File: src/rtl/node_route_sequencer_if.sv
`default_nettype none
// ============================================================================
// Module   : node_route_sequencer_if
// Purpose  : Bundles the mission-level signals of the line-follow route
//            sequencer: start pulse, line sensor sample, route-table write
//            port, and the registered motion/magnet/status outputs.
// Ports    : master modport = controller side (drives start, adc_data and
//            route_wr_*; reads status). slave modport = sequencer side.
// Revision : 1.0 - initial release
// ============================================================================
interface node_route_sequencer_if #(
  parameter int N_NODES = 8
) ();
  localparam int IW = (N_NODES > 1) ? $clog2(N_NODES) : 1;

  logic          start;
  logic [2:0]    adc_data;
  logic          route_wr_en;
  logic [IW-1:0] route_wr_addr;
  logic [2:0]    route_wr_data;
  logic [2:0]    motion_cmd;
  logic          elctro;
  logic [IW-1:0] node_idx;
  logic          busy;
  logic          done;
  logic          fault;

  modport master (
    output start, adc_data, route_wr_en, route_wr_addr, route_wr_data,
    input  motion_cmd, elctro, node_idx, busy, done, fault
  );

  modport slave (
    input  start, adc_data, route_wr_en, route_wr_addr, route_wr_data,
    output motion_cmd, elctro, node_idx, busy, done, fault
  );
endinterface
`default_nettype wire

File: src/rtl/node_route_sequencer.sv
`default_nettype none
// ============================================================================
// Module   : node_route_sequencer
// Purpose  : Route-table driven mission controller for the line-follow bot.
//            Debounces node detection on the 3-bit line sensor, stops at the
//            node, optionally toggles the electromagnet (pick/drop), then
//            commands the turn/straight manoeuvre for that node.
// Ports    : clk  - system clock, all logic on posedge
//            rst  - synchronous active-high reset
//            bus  - node_route_sequencer_if.slave (start, adc_data,
//                   route_wr_*, motion_cmd, elctro, node_idx, busy, done,
//                   fault)
// Revision : 1.0 - initial release
// ============================================================================
module node_route_sequencer #(
  parameter int N_NODES  = 8,
  parameter int DEBOUNCE = 4,
  parameter int MAG_HOLD = 16,
  parameter int TURN_MIN = 8,
  parameter int LOST_MAX = 64
) (
  input  logic                   clk,
  input  logic                   rst,
  node_route_sequencer_if.slave  bus
);

  localparam int IW = (N_NODES > 1) ? $clog2(N_NODES) : 1;
  localparam int DW = $clog2(DEBOUNCE + 1);
  localparam int LW = $clog2(LOST_MAX + 1);
  localparam int MW = (MAG_HOLD > 1) ? $clog2(MAG_HOLD) : 1;
  localparam int TW = (TURN_MIN > 1) ? $clog2(TURN_MIN) : 1;

  localparam logic [DW-1:0] DEB_LIM   = DW'(DEBOUNCE);
  localparam logic [LW-1:0] LOST_LIM  = LW'(LOST_MAX);
  localparam logic [MW-1:0] MAG_LAST  = MW'(MAG_HOLD - 1);
  localparam logic [TW-1:0] TURN_LAST = TW'(TURN_MIN - 1);
  localparam logic [IW-1:0] LAST_IDX  = IW'(N_NODES - 1);

  localparam logic [2:0] CMD_HALT   = 3'b000;
  localparam logic [2:0] CMD_FOLLOW = 3'b001;
  localparam logic [2:0] CMD_TURN_R = 3'b010;
  localparam logic [2:0] CMD_TURN_L = 3'b011;
  localparam logic [2:0] CMD_GO_ST  = 3'b100;

  localparam logic [1:0] CODE_GO_ST  = 2'b00;
  localparam logic [1:0] CODE_TURN_R = 2'b01;
  localparam logic [1:0] CODE_TURN_L = 2'b10;
  localparam logic [1:0] CODE_END    = 2'b11;

  typedef enum logic [2:0] {
    S_IDLE     = 3'd0,
    S_FOLLOW   = 3'd1,
    S_NODE     = 3'd2,
    S_MAG      = 3'd3,
    S_MANEUVER = 3'd4,
    S_DONE     = 3'd5,
    S_FAULT    = 3'd6
  } state_t;

  state_t        state;
  logic [2:0]    route_tbl [N_NODES];
  logic [1:0]    code;       // manoeuvre code latched at the node
  logic [DW-1:0] deb_cnt;
  logic [LW-1:0] lost_cnt;
  logic [MW-1:0] mag_cnt;
  logic [TW-1:0] man_cnt;    // saturates at TURN_MIN-1, which is all ">=" needs
  logic [2:0]    cmd;
  logic          mag_on;
  logic [IW-1:0] idx;
  logic          is_busy;
  logic          is_done;
  logic          is_fault;

  logic          quiescent;
  logic [DW-1:0] deb_next;
  logic [LW-1:0] lost_next;
  logic          release_ok;

  function automatic logic [2:0] code_to_cmd(input logic [1:0] c);
    case (c)
      CODE_TURN_R: code_to_cmd = CMD_TURN_R;
      CODE_TURN_L: code_to_cmd = CMD_TURN_L;
      CODE_GO_ST:  code_to_cmd = CMD_GO_ST;
      default:     code_to_cmd = CMD_HALT;
    endcase
  endfunction

  assign quiescent = (state == S_IDLE) || (state == S_DONE) || (state == S_FAULT);
  assign deb_next  = (bus.adc_data == 3'b111) ? deb_cnt + DW'(1) : '0;
  assign lost_next = (bus.adc_data == 3'b000) ? lost_cnt + LW'(1) : '0;

  // Manoeuvre is complete once the sensor pattern shows the bot has
  // re-acquired the line in the expected orientation.
  always_comb begin
    release_ok = 1'b0;
    case (code)
      CODE_TURN_R: release_ok = (bus.adc_data == 3'b001) || (bus.adc_data == 3'b011);
      CODE_TURN_L: release_ok = (bus.adc_data != 3'b111) && (bus.adc_data != 3'b000);
      CODE_GO_ST:  release_ok = (bus.adc_data == 3'b010);
      default:     release_ok = 1'b0;
    endcase
  end

  always_ff @(posedge clk) begin
    if (rst) begin
      state    <= S_IDLE;
      for (int i = 0; i < N_NODES; i++) route_tbl[i] <= 3'b011;
      code     <= CODE_END;
      deb_cnt  <= '0;
      lost_cnt <= '0;
      mag_cnt  <= '0;
      man_cnt  <= '0;
      cmd      <= CMD_HALT;
      mag_on   <= 1'b0;
      idx      <= '0;
      is_busy  <= 1'b0;
      is_done  <= 1'b0;
      is_fault <= 1'b0;
    end else begin
      // A write racing an honoured start is dropped so the run sees a
      // stable table from its first cycle.
      if (quiescent && bus.route_wr_en && !bus.start)
        route_tbl[bus.route_wr_addr] <= bus.route_wr_data;

      case (state)
        S_IDLE, S_DONE, S_FAULT: begin
          if (bus.start) begin
            state    <= S_FOLLOW;
            cmd      <= CMD_FOLLOW;
            idx      <= '0;
            deb_cnt  <= '0;
            lost_cnt <= '0;
            mag_cnt  <= '0;
            man_cnt  <= '0;
            is_busy  <= 1'b1;
            is_done  <= 1'b0;
            is_fault <= 1'b0;
          end
        end

        S_FOLLOW: begin
          deb_cnt  <= deb_next;
          lost_cnt <= lost_next;
          if (lost_next == LOST_LIM) begin
            state    <= S_FAULT;
            cmd      <= CMD_HALT;
            is_busy  <= 1'b0;
            is_fault <= 1'b1;
          end else if (deb_next == DEB_LIM) begin
            state <= S_NODE;
            cmd   <= CMD_HALT;
          end
        end

        S_NODE: begin
          code <= route_tbl[idx][1:0];
          if (route_tbl[idx][2]) begin
            state   <= S_MAG;
            mag_on  <= ~mag_on;
            mag_cnt <= '0;
          end else if (route_tbl[idx][1:0] == CODE_END) begin
            state   <= S_DONE;
            is_busy <= 1'b0;
            is_done <= 1'b1;
          end else begin
            state   <= S_MANEUVER;
            cmd     <= code_to_cmd(route_tbl[idx][1:0]);
            man_cnt <= '0;
          end
        end

        S_MAG: begin
          if (mag_cnt == MAG_LAST) begin
            if (code == CODE_END) begin
              state   <= S_DONE;
              is_busy <= 1'b0;
              is_done <= 1'b1;
            end else begin
              state   <= S_MANEUVER;
              cmd     <= code_to_cmd(code);
              man_cnt <= '0;
            end
          end else begin
            mag_cnt <= mag_cnt + MW'(1);
          end
        end

        S_MANEUVER: begin
          if ((man_cnt == TURN_LAST) && release_ok) begin
            if (idx == LAST_IDX) begin
              state   <= S_DONE;
              cmd     <= CMD_HALT;
              is_busy <= 1'b0;
              is_done <= 1'b1;
            end else begin
              state    <= S_FOLLOW;
              cmd      <= CMD_FOLLOW;
              idx      <= idx + IW'(1);
              deb_cnt  <= '0;
              lost_cnt <= '0;
            end
          end else if (man_cnt != TURN_LAST) begin
            man_cnt <= man_cnt + TW'(1);
          end
        end

        default: begin
          state   <= S_IDLE;
          cmd     <= CMD_HALT;
          is_busy <= 1'b0;
        end
      endcase
    end
  end

  assign bus.motion_cmd = cmd;
  assign bus.elctro     = mag_on;
  assign bus.node_idx   = idx;
  assign bus.busy       = is_busy;
  assign bus.done       = is_done;
  assign bus.fault      = is_fault;

endmodule
`default_nettype wire

File: src/flat_wrapper.sv
// flat-port wrapper written by rule: the top's interface ports become plain ports
module node_route_sequencer_flat 
#(
  parameter int N_NODES  = 8,
  parameter int DEBOUNCE = 4,
  parameter int MAG_HOLD = 16,
  parameter int TURN_MIN = 8,
  parameter int LOST_MAX = 64
)
  (clk, rst, bus_start, bus_adc_data, bus_route_wr_en, bus_route_wr_addr, bus_route_wr_data, bus_motion_cmd, bus_elctro, bus_node_idx, bus_busy, bus_done, bus_fault);
  node_route_sequencer_if #(.N_NODES(N_NODES)) bus_i ();
  input  logic clk;
  input  logic rst;
  input wire logic [$bits(bus_i.start)-1:0] bus_start;
  input wire logic [$bits(bus_i.adc_data)-1:0] bus_adc_data;
  input wire logic [$bits(bus_i.route_wr_en)-1:0] bus_route_wr_en;
  input wire logic [$bits(bus_i.route_wr_addr)-1:0] bus_route_wr_addr;
  input wire logic [$bits(bus_i.route_wr_data)-1:0] bus_route_wr_data;
  output wire logic [$bits(bus_i.motion_cmd)-1:0] bus_motion_cmd;
  output wire logic [$bits(bus_i.elctro)-1:0] bus_elctro;
  output wire logic [$bits(bus_i.node_idx)-1:0] bus_node_idx;
  output wire logic [$bits(bus_i.busy)-1:0] bus_busy;
  output wire logic [$bits(bus_i.done)-1:0] bus_done;
  output wire logic [$bits(bus_i.fault)-1:0] bus_fault;
  assign bus_i.start = bus_start;
  assign bus_i.adc_data = bus_adc_data;
  assign bus_i.route_wr_en = bus_route_wr_en;
  assign bus_i.route_wr_addr = bus_route_wr_addr;
  assign bus_i.route_wr_data = bus_route_wr_data;
  assign bus_motion_cmd = bus_i.motion_cmd;
  assign bus_elctro = bus_i.elctro;
  assign bus_node_idx = bus_i.node_idx;
  assign bus_busy = bus_i.busy;
  assign bus_done = bus_i.done;
  assign bus_fault = bus_i.fault;
  node_route_sequencer #(.N_NODES(N_NODES), .DEBOUNCE(DEBOUNCE), .MAG_HOLD(MAG_HOLD), .TURN_MIN(TURN_MIN), .LOST_MAX(LOST_MAX)) u_core (.clk(clk), .rst(rst), .bus(bus_i));
endmodule
File: config.mk
export PLATFORM = sky130hd
export DESIGN_NAME = node_route_sequencer_flat
export DESIGN_NICKNAME = d
export VERILOG_FILES = /design/src/rtl/node_route_sequencer_if.sv /design/src/rtl/node_route_sequencer.sv /design/src/flat_wrapper.sv
export SDC_FILE = /design/constraint.sdc
export NUM_CORES = 1
export LEC_CHECK = 0
export ABC_AREA = 1
export CORE_MARGIN = 2
export CORE_UTILIZATION = 32
export CTS_CLUSTER_SIZE = 10
export DETAILED_ROUTE_END_ITERATION = 10
export SLEW_MARGIN = 20
export SYNTH_ARGS = -nofsm -noshare
export SYNTH_HDL_FRONTEND = slang
export SYNTH_SLANG_ARGS = --single-unit
File: constraint.sdc
create_clock -name clk -period 2.26 [get_ports clk]
set_input_delay 0.226 -clock clk [delete_from_list [all_inputs] [get_ports clk]]
set_output_delay 0.226 -clock clk [all_outputs]
set_load 0.005 [all_outputs]
==> key figures <==
Run status
  • Status: finished clean

Final layout
  • Nets@finish: 497
  • Post-route cell area: 3960 um^2
  • Commonest non-fill, non-tap cells in the layout: 111 x nand2_1, 64 x nor2_1, 54 x inv_1, 35 x dfxtp_1, 24 x edfxtp_1
  • Commonest non-fill, non-tap cell in the layout: nand2_1
  • Ant. Diodes: 0
  • Share of layout cells above drive strength 1: 0.128
  • # fillers: 1,088
  • Area growth, synth to finish: 20.1%

Logic synthesis
  • Async SR Flop Fraction: 0
  • Sequential area share after synthesis: 0.431
  • XOR/XNOR share of the synthesized area: 0.0133
  • Syn_nets: 463
  • Ys flop type: dfxtp_1
  • Main combinational cell family by area after synthesis: simple AND/OR/NAND/NOR gates
  • Synth Register Bits: 59
  • Adder-cell share of the synthesized area: 0.0531
  • Post-Synth Simple-Gate Area: 0.321
  • Number of synthesized flops with an enable pin: 24
  • Yosys warns: 0
  • Compound-Gate Fraction of Synth Area: 0.0964
  • Syn avg cell area: 7.56 um^2
  • Post-Syn Area: 3300 um^2
  • Yosys cell types: 37
  • Post-synthesis mux area share: 0
  • Mapped Cells: 436

Die
  • Io pins: 23
  • Site Rows: 37
  • Die W: 106 um
  • Core Footprint: 10,200 um^2
  • Die height: 106 um
  • Starting Density: 0.324
  • Die area: 11,100 um^2

Global route
  • Total GRT Usage: 0.140
  • Largest net degree at the start of global routing: 22
  • Initial antenna violation count: 0
  • GR Layer Usage met1: 0.171
  • Most used routing layer in global routing: met2
  • Gr ovfl total: 0
  • Vias in the first global route: 2,694
  • Met2 usage: 0.242
  • First-pass GRT wire length: 12.4 mm
  • Met3 usage: 0.0328

Route
  • Antenna Violating Nets Remaining: 0
  • WL/cell: 11.7 um
  • Via Count: 2,786
  • Total Wirelength: 7.16 mm
  • Vias per inst: 4.56
  • Drt pass-1 iters: 5
  • Number of remaining DRC errors: 0
  • Iter 0 DRT Violations: 155

Worst setup path
  • Kind of critical path: flip-flop to flip-flop
  • Kind of end point of the critical path: flip-flop
  • Arrival time worst endpoint: 2.32 ns
  • Max FO, Critical Path: 12
  • Slowest CP cell: dfxtp_1
  • Critical Path Start Type: flip-flop
  • Worst Path Required: 2.54 ns
  • CP cell instances: buf_4 -> o21ai_0 -> o221ai_1 -> nand2_1 -> inv_1 -> ha_2 -> a22oi_4 -> nand3_2 -> nor2_4 -> nand3_2 -> nand2_1 -> inv_1 -> nor2_1
  • Critical path's largest stage delay: 0.32 ns

Clocking
  • Clock Pin Slew Worst Setup and Hold Paths: 0.07 ns
  • CTS Sinks: 59
  • CTS Buf Count: 9
  • Clock Path Buffers: 2
  • Clock latency on the worst-skew pair: 0.35 ns
  • CTS Hold Bufs: 0
  • CTS tree: yes
  • Root buf cell: clkbuf_8
  • Htree depth: 3

Pwr
  • Leakage power: 0.00162 uW
  • PD cells: 993 nW/um^2
  • Maximum VDD drop: 0.465 mV

Timing
  • Max transition margin: 0.761
  • Period minus WS final: 2.04 ns
  • Final Max Slew Viols: 0
  • Clock skew: 0.00917 ns
  • Post-route setup slack: 0.225 ns
  • Pin slew with the least headroom to its limit: 0.358 ns
  • Period utilization: 0.901
  • Setup TNS: 0 ns
  • Final setup viols: 0
  • Final count of hold timing violations: 0
  • Final hold slack: 0.458 ns
  • Fmax: 0.491 GHz

Place
  • Detailed placer's ending HPWL: 5.45 mm
  • Placement Cell Area: 3700 um^2
  • Port Buffers: 22
  • Dpl ws: 0.183 ns
  • Gp weighted congestion: 0.872

Hold path
  • Tightest Hold Check Type: flip-flop to flip-flop

Job
  • Max-Cap Viols: 0
## worst paths after layout
check	end	slack, ns	depth (start not counted)	start
max	u_core.bus.motion_cmd[0]	0.22	13	flip-flop
min	u_core.bus.done	0.46	2	u_core.bus.done
min reg2reg	u_core.bus.done	0.46	2	u_core.bus.done
max reg2reg	u_core.bus.motion_cmd[0]	0.22	13	flip-flop
## logic make-up after synthesis
logic type	Yosys count
AOI/OAI and AO/OA	53
DFF	59
xor gates and xnor gates	5
buffers and inverters	72
and+or+nand+nor	233
adders and majority gates	14
## cell usage after synthesis, types with 3 or more instances
| master | number | area share |
|---|---|---|
| a21oi_1 | 22 | 0.033 |
| dfxtp_1 | 35 | 0.21 |
| ha_1 | 14 | 0.053 |
| o21ai_0 | 16 | 0.024 |
| nor2_1 | 64 | 0.073 |
| nand2_1 | 111 | 0.13 |
| o221ai_1 | 4 | 0.011 |
| clkbuf_1 | 3 | 0.0034 |
| nand2_2 | 6 | 0.011 |
| o21ai_2 | 3 | 0.0080 |
| nand3_2 | 5 | 0.015 |
| inv_1 | 54 | 0.061 |
| o21ai_1 | 3 | 0.0046 |
| nand3_1 | 20 | 0.030 |
| inv_2 | 9 | 0.010 |
| nor2_4 | 3 | 0.010 |
| edfxtp_1 | 24 | 0.22 |
| nand4_1 | 9 | 0.017 |
| nor2_2 | 5 | 0.0095 |
| nor3_1 | 3 | 0.0046 |
| xor2_1 | 4 | 0.011 |
## metal layers
metal  vias to the layer above  share of wire
met5                         -              0
met3                         8          0.059
met2                        50           0.49
met4                         0          0.012
met1                      1261           0.44
li1                       1467              -
## where the power goes
| group | internal, uW | switching (uW) | leakage (uW) | total (uW) |
|---|---|---|---|---|
| registers | 1220 | 99.0 | 0.000477 | 1320 |
| logic | 527 | 890 | 0.00102 | 1420 |
| clock network | 739 | 457 | 0.000120 | 1200 |
| total | 2490 | 1450 | 0.00162 | 3940 |
## timing repair
action / in CTS / in global routing
gates resized for setup: 0 / 2
setup buffers: 0 / 2
setup endpoints to repair: 0 / 6
## stage by stage
step,std cells,utilization,total power [uW]
6_report,611,0.389,3940
5_1_grt,611,0.389,4240
4_1_cts,609,0.387,3970
3_5_place_dp,593,0.363,2760
3_3_place_gp,593,0.363,2740
2_1_floorplan,436,-,2400
## final cells by class
class                      count  area [um^2]  area share
inverter                      65          246      0.0622
sequential                    59         1420       0.359
tap                          136          170      0.0429
timing repair buffer          30          280      0.0707
clock buffer                   9          124      0.0313
clock inverter                 7          124      0.0313
multi-input combinational    305         1600       0.403
## critical path: cells and delay by family (launching register included)
family | cells | cell delay, ns
buffers and inverters | 3 | 0.28
adders and majority gates | 1 | 0.21
and+or+nand+nor | 6 | 0.64
AOI/OAI and AO/OA | 3 | 0.51
DFF | 1 | 0.32
## flip-flops by register name, indices dropped and copies added, names as in the netlist, named ones only
signal,flops
u_core.bus.node_idx,3
u_core.man_cnt,3
u_core.state,3
u_core.bus.motion_cmd,3
u_core.bus.elctro,1
u_core.bus.fault,1
u_core.route_tbl,24
u_core.mag_cnt,4
u_core.lost_cnt,7
u_core.code,2
u_core.bus.done,1
u_core.bus.busy,1
u_core.deb_cnt,3
No activity file was read; power rests on OpenSTA's default activity.
==> edit 1, RTL diff (config.mk and constraints unchanged) <==
`TURN_MIN` is set to 8 in 2 places; all go to 4.
--- a/src/rtl/node_route_sequencer.sv
+++ b/src/rtl/node_route_sequencer.sv
@@ -16,7 +16,7 @@
   parameter int N_NODES  = 8,
   parameter int DEBOUNCE = 4,
   parameter int MAG_HOLD = 16,
-  parameter int TURN_MIN = 8,
+  parameter int TURN_MIN = 4,
   parameter int LOST_MAX = 64
 ) (
   input  logic                   clk,
--- a/src/flat_wrapper.sv
+++ b/src/flat_wrapper.sv
@@ -4,7 +4,7 @@
   parameter int N_NODES  = 8,
   parameter int DEBOUNCE = 4,
   parameter int MAG_HOLD = 16,
-  parameter int TURN_MIN = 8,
+  parameter int TURN_MIN = 4,
   parameter int LOST_MAX = 64
 )
   (clk, rst, bus_start, bus_adc_data, bus_route_wr_en, bus_route_wr_addr, bus_route_wr_data, bus_motion_cmd, bus_elctro, bus_node_idx, bus_busy, bus_done, bus_fault);
Function: no difference found for any inputs over 10 cycles, from zero or initial values and one cycle with rst high; that may be too few to reach the edited logic, so the function may still have changed.
==> edit 1 against the unedited design <==
Worst setup slack got worse by 0.026 ns. Clock skew about the same. Synthesized area shrank 3.3%. Power decreased by 12%. Wire length fell by 2.4%. Clock power decreased by 29%. Sequential cell count is 1 lower. Cell area down 4.6%. Via count decreased by 0.79%. Critical endpoint is now u_core.bus.motion_cmd[1]. Largest power group unchanged.
==> edit 1: results (changes against the unedited design) <==
| Metric | Value |
|---|---|
| Sequential area share after synthesis | 44.0% (+0.86 points) |
| Ranking of synthesized cells by area | edfxtp_1 23%, dfxtp_1 21%, nand2_1 14%, nor2_1 8.2%, inv_1 5.5% |
| FF-to-FF End | u_core.bus.motion_cmd[1] |
| Post-placement cell area | 3580 um^2 (-3.2%) |
| Ys flop type | dfxtp_1 |
| Most frequent cell after synthesis | nand2_1 |
| 1st-iter DRT viols | 80 (-48%) |
| Vias in the first global route | 2732 (+1.4%) |
| Antenna Nets Post-Route | 0 (unchanged) |
| WL final | 6990 um (-2.4%) |
| Peak VDD IR | 0.361 mV (-22%) |
| Vias | 2764 (-0.79%) |
| Status | finished, final reports clean |
| R2R cell count | 13 (unchanged) |
| Final nets | 493 (-0.80%) |
| Layout cells sized above 1 | 12.3% (-0.55 points) |
| Clk_lat worst skew | 0.34 ns |
| Worst Hold End | u_core.deb_cnt[1] |
| WL/cell | 11.5 um (-1.4%) |
| Reg2Reg Setup Slack | 0.20 ns (-0.03 ns) |
| IO Port Bufs | 22 (unchanged) |
| First-pass GRT wire length | 12200 um (-1.5%) |
| Slew @ Worst Pin | 0.443 ns (+0.0851 ns) |
| Syn_nets | 461 (-0.43%) |
| Leakage power | 1.62 nW (-0.15%) |
| Largest regs | u_core.route_tbl x24, u_core.lost_cnt x7, u_core.mag_cnt x4 |
| Avg Inst Size Synth | 7.33 um^2 (-3.1%) |
| Dpl hpwl | 5320 um (-2.4%) |
| Initial antenna violation count | 0 (unchanged) |
| Routability cong. | 0.890 (+2.1%) |
| Synth cell types | 29 (-22%) |
| Clock skew | 0.00953 ns (+0.000362 ns) |
| H-tree depth | 3 (unchanged) |
| Placed insts | 588 (-0.84%) |
| Top cells by count, synth | 121 x nand2_1, 70 x nor2_1, 47 x inv_1, 34 x dfxtp_1 |
| Total iterations of the first detailed-routing run | 4 (-1) |
| Critical hold path startpoint | u_core.deb_cnt[1] |
| Hold Violations, Final | 0 (unchanged) |
| CTS buffer count | 9 (unchanged) |
| Overall Global Routing Usage | 13.9% (-0.11 points) |
[edit 1: cell count changes after synthesis, sizes merged, moves of 2 or more]
cell and change:
nand4 -4, nand3 +4, nor3 -2, o21ai -5, nand2 +5
[edit 1: layout make-up]
| cell class | instances | area [um^2] |
|---|---|---|
| clock buffers | 9 | 124 |
| fillers | 1053 | 5950 |
| flip-flops and latches | 58 | 1400 |
| well taps | 133 | 166 |
| clock inverters | 7 | 55.1 |
| inverters | 64 | 240 |
| repair buffers | 29 | 273 |
| multi-input cells | 305 | 1520 |
[edit 1: power by group]
group          total (mW)  internal [mW]  leakage [nW]  switching, mW
clock network       0.848          0.403        0.0858          0.445
logic                1.34          0.480          1.06          0.860
registers            1.29           1.20         0.469         0.0933
[edit 1: worst max-delay path by stage]
stage | startpoint | cells after the start | to
2_1_floorplan | flop | 13 | u_core.bus.motion_cmd[0]
3_3_place_gp | flop | 12 | u_core.bus.motion_cmd[1]
3_5_place_dp | flop | 13 | u_core.bus.motion_cmd[1]
4_1_cts | flop | 13 | u_core.bus.motion_cmd[1]
5_1_grt | flop | 13 | u_core.bus.motion_cmd[1]
6_report | flop | 13 | u_core.bus.motion_cmd[1]
[edit 1: repair_timing]
item | CTS | global route
setup buffers | 0 | 1
endpoints found under the setup margin | 0 | 7
resized for setup | 0 | 8
[edit 1: worst max-delay path, cell delays in order, from the launching register on]
cell and delay [ns]:
dfxtp_1 0.32, buf_4 0.17, o21ai_0 0.18, o221ai_1 0.14, nand2_1 0.15, inv_1 0.06, ha_2 0.18, a22oi_2 0.19
nand3_2 0.11, nor2_2 0.15, nand3_2 0.12, nand2_1 0.08, nand2_1 0.04, nor2_1 0.09
[edit 1: logic make-up (layout without fill, tap and decap cells)]
kind of cell | Yosys count | count (layout) | synth area share, %
and+or+nand+nor | 237 | 237 | 31.5
DFF | 58 | 58 | 44.0
AOI/OAI and AO/OA | 51 | 51 | 9.50
buffers and inverters | 72 | 109 | 8.83
adders and majority gates | 13 | 13 | 5.10
xor gates and xnor gates | 4 | 4 | 1.10
[edit 1: routing by layer]
metal  routed length [um]  up-vias  GRT usage [%]  share of wire [%]
met1                 3140     1242           15.9                 45
li1                     -     1460              -                  -
met3                  265        8           4.15                3.8
met4                   72        0           4.34                1.0
met5                    0        -              0                  0
met2                 3510       54           24.9                 50
[edit 1: per-stage QoR]
stage	hold slack (ns)	setup slack, ns	total power, mW
2_1_floorplan	0.443	0.335	2.27
3_3_place_gp	0.456	0.139	2.61
3_5_place_dp	0.465	0.114	2.62
4_1_cts	0.475	0.0954	3.48
5_1_grt	0.498	0.00604	3.75
6_report	0.472	0.198	3.48
==> edit 2, RTL diff (config.mk and constraints unchanged) <==
Made on the original files. Make the reset (`rst`) asynchronous in one clocked block. Comments in the files are not updated.
--- a/src/rtl/node_route_sequencer.sv
+++ b/src/rtl/node_route_sequencer.sv
@@ -101,7 +101,7 @@
     endcase
   end
 
-  always_ff @(posedge clk) begin
+  always_ff @(posedge clk or posedge rst) begin
     if (rst) begin
       state    <= S_IDLE;
       for (int i = 0; i < N_NODES; i++) route_tbl[i] <= 3'b011;
Formal check against the unedited RTL: differs if rst is asserted again (counterexample within 4 cycles, from zero or initial values and one cycle with rst high); with rst held inactive, the same outputs for 10 cycles.
==> edit 2 against the unedited design <==
Final cell count is 3.6% lower. Clock power shrank 52%. Synthesized area is 2.1% lower. Count of clock-buffer cells in the layout down 4. Worst setup slack worse by 0.077 ns. Sequential share of layout area is 1.2 points higher. Power rose by 15%. Via count increased by 0.36%. Combinational power increased by 62%. Sequential cell count down 3. Wire length grew 2.7%. Non-clock buffer count rose by 4. Cell area fell by 2.9%. Worst hold slack worse by 0.23 ns. Critical endpoint is now u_core.man_cnt[2]. Largest cell class unchanged. Largest power group unchanged. Highest routed layer unchanged.
==> edit 2: results (changes against the unedited design) <==
| Metric | Value |
|---|---|
| Met3 Use GR | 3.20% (-0.082 points) |
| First-pass GRT wire length | 12300 um (-0.84%) |
| Synth cell types | 31 (-16%) |
| Ys flop type | dfrtp_1 |
| Compound-Gate Fraction of Synth Area | 12.5% (+2.9 points) |
| Total iterations of the first detailed-routing run | 4 (-1) |
| Peak VDD IR | 0.445 mV (-4.2%) |
| WHS | 0.228 ns (-0.230 ns) |
| Ranking of synthesized cells by area | dfrtp_1 29%, dfstp_2 15%, nand2_1 14%, o21ai_0 7.0%, ha_1 5.4% |
| Vias | 2796 (+0.36%) |
| Vias in the first global route | 2562 (-4.9%) |
| FF-to-FF End | u_core.man_cnt[2] |
| Worst slack, placed | 0.0648 ns (-0.118 ns) |
| Avg Inst Size Synth | 7.76 um^2 (+2.6%) |
| Post-Synth XOR/XNOR Area | 0.814% (-0.51 points) |
| Final nets | 482 (-3.0%) |
| H-tree depth | 2 (-1) |
| CTS buffer count | 5 (-4) |
| Met3 WL | 257 um (-39%) |
| WL final | 7350 um (+2.7%) |
| WL met2 | 3400 um (-3.7%) |
| Reg2Reg Setup Slack | 0.15 ns (-0.08 ns) |
| Status | finished, final reports clean |
| Slew @ Worst Pin | 0.474 ns (+0.116 ns) |
| CP max FO | 7 (-5) |
| Hold WC Path Type | input pin to async pin |
| Syn_nets | 443 (-4.3%) |
| Top cells by count, synth | 123 x nand2_1, 45 x o21ai_0, 42 x inv_1, 41 x nor2_1, 38 x dfrtp_1 |
| Routability cong. | 0.840 (-3.7%) |
| Overall Global Routing Usage | 14.0% (-0.089 points) |
| Via density | 4.75 (+4.1%) |
| Clk_lat worst skew | 0.32 ns (-0.03 ns) |
| Pin count of the biggest net entering global routing | 26 (+18%) |
| Routed length on met1 | 3590 um (+15%) |
| Leakage power | 1.84 nW (+14%) |
| Max Fclk | 473 MHz (-3.7%) |
| Asr flop ratio synth | 100% (+100 points) |
-- edit 2: layout make-up --
type / instances / area (um^2) / area share [%]
Multi-Input combinational cell: 308 / 1630 / 42.5
Sequential cell: 56 / 1430 / 37.0
Clock inverter: 3 / 23.8 / 0.618
Inverter: 50 / 196 / 5.10
Tap cell: 133 / 166 / 4.32
Timing Repair Buffer: 34 / 334 / 8.68
Clock buffer: 5 / 68.8 / 1.79
-- edit 2: report_power, final --
group	total [mW]	switching [mW]	internal [mW]
clock network	0.571	0.350	0.220
registers	1.66	0.248	1.41
logic	2.30	1.38	0.921
-- edit 2: critical path, stage by stage (launching register included) --
cell and delay [ns]:
dfrtp_1 0.44, clkinvlp_4 0.19, buf_6 0.16, nor2_1 0.08, o22ai_1 0.09, nand2_1 0.06, o21a_2 0.16, inv_2 0.05
ha_4 0.16, nand2_4 0.07, o21ai_4 0.06, nor2_4 0.10, nand2_2 0.07, clkinv_4 0.09, nand3_4 0.08, nand2_1 0.07
o21ai_1 0.05
